===== src/rtl/multi_channel_binarizer.sv =====
// rtl/multi_channel_binarizer.sv - per-channel band threshold binarizer with frame foreground statistics
// Two-stage pipeline: stage 1 registers channel matches, stage 2 combines and accumulates stats.
module multi_channel_binarizer #(
  parameter int DW  = 8,
  parameter int NCH = 3,
  parameter int XW  = 12,
  parameter int YW  = 12,
  parameter int CW  = 24
) (
  input  logic              clk,
  input  logic              rst,
  input  logic [NCH-1:0]    cfg_ch_en,
  input  logic [NCH*DW-1:0] cfg_lo,
  input  logic [NCH*DW-1:0] cfg_hi,
  input  logic              cfg_mode,
  input  logic              cfg_invert,
  input  logic              i_vsync,
  input  logic              i_href,
  input  logic              i_clken,
  input  logic [NCH*DW-1:0] i_data,
  output logic              o_vsync,
  output logic              o_href,
  output logic              o_clken,
  output logic [DW-1:0]     o_data,
  output logic [CW-1:0]     o_fg_count,
  output logic [XW-1:0]     o_x_min,
  output logic [XW-1:0]     o_x_max,
  output logic [YW-1:0]     o_y_min,
  output logic [YW-1:0]     o_y_max,
  output logic              o_bbox_valid,
  output logic              o_stat_valid
);

  logic              vs_prev_q, href_prev_q, vs_rise, href_fall;
  logic [NCH-1:0]    sh_en_q, cur_en;
  logic [NCH*DW-1:0] sh_lo_q, sh_hi_q, cur_lo, cur_hi;
  logic              sh_mode_q, sh_inv_q, cur_mode, cur_inv;

  assign vs_rise   = i_vsync & ~vs_prev_q;
  assign href_fall = ~i_href & href_prev_q;

  // The frame-start cycle already sees the new config so the first pixel may coincide with vsync.
  assign cur_en   = vs_rise ? cfg_ch_en  : sh_en_q;
  assign cur_lo   = vs_rise ? cfg_lo     : sh_lo_q;
  assign cur_hi   = vs_rise ? cfg_hi     : sh_hi_q;
  assign cur_mode = vs_rise ? cfg_mode   : sh_mode_q;
  assign cur_inv  = vs_rise ? cfg_invert : sh_inv_q;

  logic [NCH-1:0] match_d;
  for (genvar g = 0; g < NCH; g++) begin : g_ch
    logic [DW-1:0] d, lo, hi;
    assign d  = i_data[g*DW +: DW];
    assign lo = cur_lo[g*DW +: DW];
    assign hi = cur_hi[g*DW +: DW];
    assign match_d[g] = (lo <= hi) ? ((d >= lo) && (d <= hi)) : ((d >= lo) || (d <= hi));
  end

  logic [XW-1:0] x_q, x_d, x_base;
  logic [YW-1:0] y_q, y_d, y_base;

  always_comb begin
    x_base = vs_rise ? '0 : x_q;
    y_base = vs_rise ? '0 : y_q;
    x_d    = x_base;
    y_d    = y_base;
    if (href_fall) begin
      x_d = '0;
      if (!vs_rise && (y_q != '1)) y_d = y_q + YW'(1);
    end else if (i_href && i_clken && (x_base != '1)) begin
      x_d = x_base + XW'(1);
    end
  end

  logic           s1_vs_q, s1_href_q, s1_clken_q, s1_mode_q, s1_inv_q;
  logic [NCH-1:0] s1_match_q, s1_en_q;
  logic [XW-1:0]  s1_x_q;
  logic [YW-1:0]  s1_y_q;

  always_ff @(posedge clk or posedge rst) begin
    if (rst) begin
      vs_prev_q   <= 1'b0;
      href_prev_q <= 1'b0;
      sh_en_q     <= '0;
      sh_lo_q     <= '0;
      sh_hi_q     <= '0;
      sh_mode_q   <= 1'b0;
      sh_inv_q    <= 1'b0;
      x_q         <= '0;
      y_q         <= '0;
      s1_vs_q     <= 1'b0;
      s1_href_q   <= 1'b0;
      s1_clken_q  <= 1'b0;
      s1_match_q  <= '0;
      s1_en_q     <= '0;
      s1_mode_q   <= 1'b0;
      s1_inv_q    <= 1'b0;
      s1_x_q      <= '0;
      s1_y_q      <= '0;
    end else begin
      vs_prev_q   <= i_vsync;
      href_prev_q <= i_href;
      if (vs_rise) begin
        sh_en_q   <= cfg_ch_en;
        sh_lo_q   <= cfg_lo;
        sh_hi_q   <= cfg_hi;
        sh_mode_q <= cfg_mode;
        sh_inv_q  <= cfg_invert;
      end
      x_q         <= x_d;
      y_q         <= y_d;
      s1_vs_q     <= i_vsync;
      s1_href_q   <= i_href;
      s1_clken_q  <= i_clken;
      s1_match_q  <= match_d;
      s1_en_q     <= cur_en;
      s1_mode_q   <= cur_mode;
      s1_inv_q    <= cur_inv;
      s1_x_q      <= x_base;
      s1_y_q      <= y_base;
    end
  end

  logic and_all, or_any, fg, hit;

  always_comb begin
    and_all = 1'b1;
    or_any  = 1'b0;
    for (int i = 0; i < NCH; i++) begin
      if (s1_en_q[i]) begin
        and_all = and_all & s1_match_q[i];
        or_any  = or_any | s1_match_q[i];
      end
    end
    fg = ((|s1_en_q) & (s1_mode_q ? or_any : and_all)) ^ s1_inv_q;
  end

  logic          vs2_q, vs2_prev_q, href2_q, clken2_q, stat_valid_q, bbox_valid_q;
  logic [DW-1:0] data2_q;
  logic          frame_start, frame_end;
  logic [CW-1:0] cnt_q, cnt_d, fg_count_q;
  logic [XW-1:0] xmin_q, xmin_d, xmax_q, xmax_d, x_min_q, x_max_q;
  logic [YW-1:0] ymin_q, ymin_d, ymax_q, ymax_d, y_min_q, y_max_q;
  logic          any_q, any_d;

  // Frame start is seen at stage 1 so the clear lands on the same edge as the first pixel's update.
  assign frame_start = s1_vs_q & ~vs2_q;
  assign frame_end   = ~vs2_q & vs2_prev_q;
  assign hit         = s1_clken_q & fg;

  always_comb begin
    cnt_d  = frame_start ? '0   : cnt_q;
    xmin_d = frame_start ? '0   : xmin_q;
    xmax_d = frame_start ? '0   : xmax_q;
    ymin_d = frame_start ? '0   : ymin_q;
    ymax_d = frame_start ? '0   : ymax_q;
    any_d  = frame_start ? 1'b0 : any_q;
    if (hit) begin
      if (cnt_d != '1) cnt_d = cnt_d + CW'(1);
      if (!any_d || (s1_x_q < xmin_d)) xmin_d = s1_x_q;
      if (!any_d || (s1_x_q > xmax_d)) xmax_d = s1_x_q;
      if (!any_d || (s1_y_q < ymin_d)) ymin_d = s1_y_q;
      if (!any_d || (s1_y_q > ymax_d)) ymax_d = s1_y_q;
      any_d = 1'b1;
    end
  end

  always_ff @(posedge clk or posedge rst) begin
    if (rst) begin
      vs2_q        <= 1'b0;
      vs2_prev_q   <= 1'b0;
      href2_q      <= 1'b0;
      clken2_q     <= 1'b0;
      data2_q      <= '0;
      cnt_q        <= '0;
      xmin_q       <= '0;
      xmax_q       <= '0;
      ymin_q       <= '0;
      ymax_q       <= '0;
      any_q        <= 1'b0;
      fg_count_q   <= '0;
      x_min_q      <= '0;
      x_max_q      <= '0;
      y_min_q      <= '0;
      y_max_q      <= '0;
      bbox_valid_q <= 1'b0;
      stat_valid_q <= 1'b0;
    end else begin
      vs2_q        <= s1_vs_q;
      vs2_prev_q   <= vs2_q;
      href2_q      <= s1_href_q;
      clken2_q     <= s1_clken_q;
      data2_q      <= hit ? '1 : '0;
      cnt_q        <= cnt_d;
      xmin_q       <= xmin_d;
      xmax_q       <= xmax_d;
      ymin_q       <= ymin_d;
      ymax_q       <= ymax_d;
      any_q        <= any_d;
      stat_valid_q <= frame_end;
      // Copy reads the pre-clear accumulator values even when a new frame starts this edge.
      if (frame_end) begin
        fg_count_q   <= cnt_q;
        x_min_q      <= any_q ? xmin_q : '0;
        x_max_q      <= any_q ? xmax_q : '0;
        y_min_q      <= any_q ? ymin_q : '0;
        y_max_q      <= any_q ? ymax_q : '0;
        bbox_valid_q <= any_q;
      end
    end
  end

  assign o_vsync      = vs2_q;
  assign o_href       = href2_q;
  assign o_clken      = clken2_q;
  assign o_data       = data2_q;
  assign o_fg_count   = fg_count_q;
  assign o_x_min      = x_min_q;
  assign o_x_max      = x_max_q;
  assign o_y_min      = y_min_q;
  assign o_y_max      = y_max_q;
  assign o_bbox_valid = bbox_valid_q;
  assign o_stat_valid = stat_valid_q;

endmodule

===== config.mk =====
export PLATFORM = sky130hd
export DESIGN_NAME = multi_channel_binarizer
export DESIGN_NICKNAME = d
export VERILOG_FILES = /design/src/rtl/multi_channel_binarizer.sv
export SDC_FILE = /design/constraint.sdc
export NUM_CORES = 1
export LEC_CHECK = 0
export CORE_UTILIZATION = 55
export DETAILED_ROUTE_END_ITERATION = 16
export PLACE_DENSITY_LB_ADDON = 0.25
export SLEW_MARGIN = 20
export SYNTH_ARGS = -nofsm -noshare
export SYNTH_HDL_FRONTEND = slang
export SYNTH_SLANG_ARGS = --single-unit

===== constraint.sdc =====
create_clock -name clk -period 9.85 [get_ports clk]
set_input_delay 0.985 -clock clk [delete_from_list [all_inputs] [get_ports clk]]
set_output_delay 0.985 -clock clk [all_outputs]
set_load 0.02 [all_outputs]

==> flow_summary.json <==
{
  "power_mw": 2.73,
  "top_layer": "met4",
  "grt.total_usage_pct": 23.7,
  "die_y_um": 158,
  "n_antenna_cell": 0,
  "maxSlewViolCount": 0,
  "setup_viol": 0,
  "firstDrtPassIters": 7,
  "grt_pass1_wl_um": 47700,
  "final_core_util_pct": 68.3,
  "post-route-period-util_pct": 40.5,
  "post_cts_buffers": 0,
  "stdcell_count": 1839,
  "synth_area_sq_um": 13400,
  "final_nets": 1704,
  "status": "complete, no violations",
  "cts_htree_levels": 1,
  "leakage_nw": 8.07,
  "setup_slack_ns": 5.87,
  "fmax_mhz": 251,
  "hold_buffers": 0,
  "place_ws_ns": 5.29,
  "antenna_found_initial": 0,
  "drc": 0,
  "wirelength_met1_um": 13500,
  "synth_seq_cells": 259,
  "crit_arrival_ns": 4.41,
  "path_class": "input port to flip-flop",
  "grt_pass1_vias": 9950,
  "row_count": 56,
  "crit_required_ns": 10.27,
  "synth_area_leaders": "dfrtp_1 (49%), ha_1 (11%), nand2_1 (8.6%), mux2i_1 (6.7%), nand3_1 (2.6%)",
  "gp_congestion": 0.868,
  "cts_tree": "yes",
  "synth_edf_count": 0,
  "relSlewSlack_pct": 25.1,
  "wire_per_inst_um": 15.5,
  "async_flop_share_pct": 100,
  "coreArea_sq_um": 23600,
  "cp_max_fo": 77,
  "drtAntennaViolNets": 0,
  "synthCells": 1354,
  "ys_seq_area_share_pct": 48.5,
  "drive_gt1_share_pct": 4.80,
  "dr_wl_met3_um": 1760,
  "drt_iter0_drc": 549,
  "min_period_ns": 3.98,
  "ys.flop_type": "dfrtp_1",
  "maxCapViolCount": 0,
  "finalSetupTns_ns": 0,
  "r2r_cells": 10,
  "avgSynthCellArea_sq_um": 9.86,
  "post_cts_resized": 0,
  "holdPathEnd": "o_href",
  "hold_class": "flip-flop to flip-flop",
  "synth.net_count": 1557,
  "fillers": 1829,
  "r2r_start": "s1_vs_q",
  "start_util_pct": 56.6,
  "drt-total-wl_um": 28400,
  "clockBufferDepth": 3,
  "synth-warning-count": 0,
  "numPortBuffers": 166,
  "num_vias": 10100,
  "synth_area_leader_cell": "dfrtp_1",
  "vias_per_cell": 5.47,
  "power.density_nw_per_um2": 169,
  "rsz0062_at_grt": "no",
  "holdPathStages": 0,
  "grt_overflow": 0,
  "area_growth_pct": 20.7,
  "hold_viol": 0,
  "cts.reportedPaths.clkPinSlew_ns": 0.06,
  "placed_cells": 1790,
  "layout_commonest_cell": "nand2_1",
  "wl_met2_um": 12700,
  "worst_slew_pin_slew_ns": 1.12,
  "peakVddDrop_uv": 120,
  "clock-root-buffer": "clkbuf_16",
  "boundaryPins": 167,
  "cts_sinks": 259,
  "clk_latency_ns": 0.54,
  "final_cell_mix": "nand2_1 (305), dfrtp_1 (259), clkdlybuf4s50_1 (166), ha_1 (121), mux2i_1 (90)",
  "rrSetupSlack_ns": 6.28,
  "finalClockSkew_ns": 0.0179,
  "crit_path_end_kind": "flip-flop",
  "hp-start": "s1_href_q",
  "yosys.area.top_type_share_pct": 48.5,
  "numCtsBuffers": 28,
  "dieArea_sq_um": 24900,
  "grt_max_degree": 143,
  "synth.distinct_cells": 66,
  "hpwl_um": 20100,
  "rr_endpoint": "ymax_q[0]",
  "die_w_um": 158,
  "critical_path.startpoint_type": "input port"
}
## registers in the layout, indices dropped and copies added (netlist names), 3 cells and up
signal / count
ymin_q: 12
s1_x_q: 12
ymax_q: 12
s1_en_q: 3
cnt_q: 24
s1_match_q: 3
o_y_max: 12
s1_y_q: 12
o_x_min: 12
o_fg_count: 24
x_q: 12
o_x_max: 12
xmax_q: 12
y_q: 12
o_y_min: 12
sh_hi_q: 24
sh_lo_q: 24
xmin_q: 12
## Yosys cell counts, types with 3 or more instances
cell type,instances
nor4_1,6
a21o_1,9
o21a_1,5
xor2_1,9
xnor2_1,16
nand2b_1,15
or3_1,3
and3_1,11
clkbuf_1,39
nor2_1,45
nor2b_1,14
and2_1,31
buf_4,10
nand3_1,69
mux2_1,3
ha_1,121
a41o_1,3
a211oi_1,5
nand4_1,33
o311ai_0,3
or2_2,3
o21ai_0,30
a31oi_1,7
a21oi_1,41
o31ai_1,4
nand2_1,305
nor3_1,14
mux2i_1,90
dfrtp_1,259
inv_1,90
o211ai_1,8
buf_2,5
maj3_1,3
## worst max-delay path by stage
stage	from	end	slack (ns)	depth (start not counted)
after detailed placement	i_vsync	s1_match_q[1]	5.29	11
final	i_vsync	s1_match_q[1]	5.87	11
after CTS	i_vsync	s1_match_q[1]	5.89	11
after floorplan	rst	any_q	1.74	1
after global placement	i_vsync	s1_match_q[1]	5.44	11
after global routing	i_vsync	s1_match_q[1]	5.65	11
## through the flow
stage / hold WS [ns] / cell area [sq um]
detailed placement: 0.378 / 15200
floorplan: 0.368 / 13400
CTS: 0.404 / 16100
finish: 0.403 / 16100
global placement: 0.372 / 15200
global route: 0.417 / 16100
## per-layer routing
layer,track usage [%],vias to the layer above
li1,-,4911
met5,0,-
met3,3.97,35
met2,37.6,283
met1,33.8,4833
met4,5.78,0
## critical path, cell delays in order
cell	delay, ns
clkdlybuf4s50_1	0.48
nand2b_4	0.09
buf_4	0.73
mux2i_1	0.32
inv_1	0.09
ha_1	0.33
and3_1	0.20
a221o_1	0.35
a221oi_1	0.32
a31oi_1	0.09
maj3_1	0.35
## layout make-up
| cell class | instances | area, sq um | area share [%] |
|---|---|---|---|
| tap | 319 | 399 | 2.48 |
| sequential | 259 | 6480 | 40.2 |
| multi-input combinational | 945 | 6270 | 38.9 |
| inverter | 92 | 353 | 2.19 |
| clock buffer | 43 | 808 | 5.01 |
| clock inverter | 6 | 85.1 | 0.528 |
| timing repair buffer | 175 | 1730 | 10.7 |
## cells by family (layout without fill, tap and decap cells)
group	Yosys count	in the layout	share of synthesized area [%]
flops	259	259	48.5
simple gates	562	562	19.3
mux	93	93	7.00
buf+inv	150	316	4.66
fa+ha+maj	124	124	11.6
xor+xnor	25	25	1.64
compound gates	141	141	7.29
## power by group
group          total (mW)  internal (mW)  switching, mW
Sequential           1.17           1.13         0.0390
Combinational       0.537          0.227          0.311
Clock                1.02          0.613          0.409
Note: power is estimated with default switching activity, not from simulation.
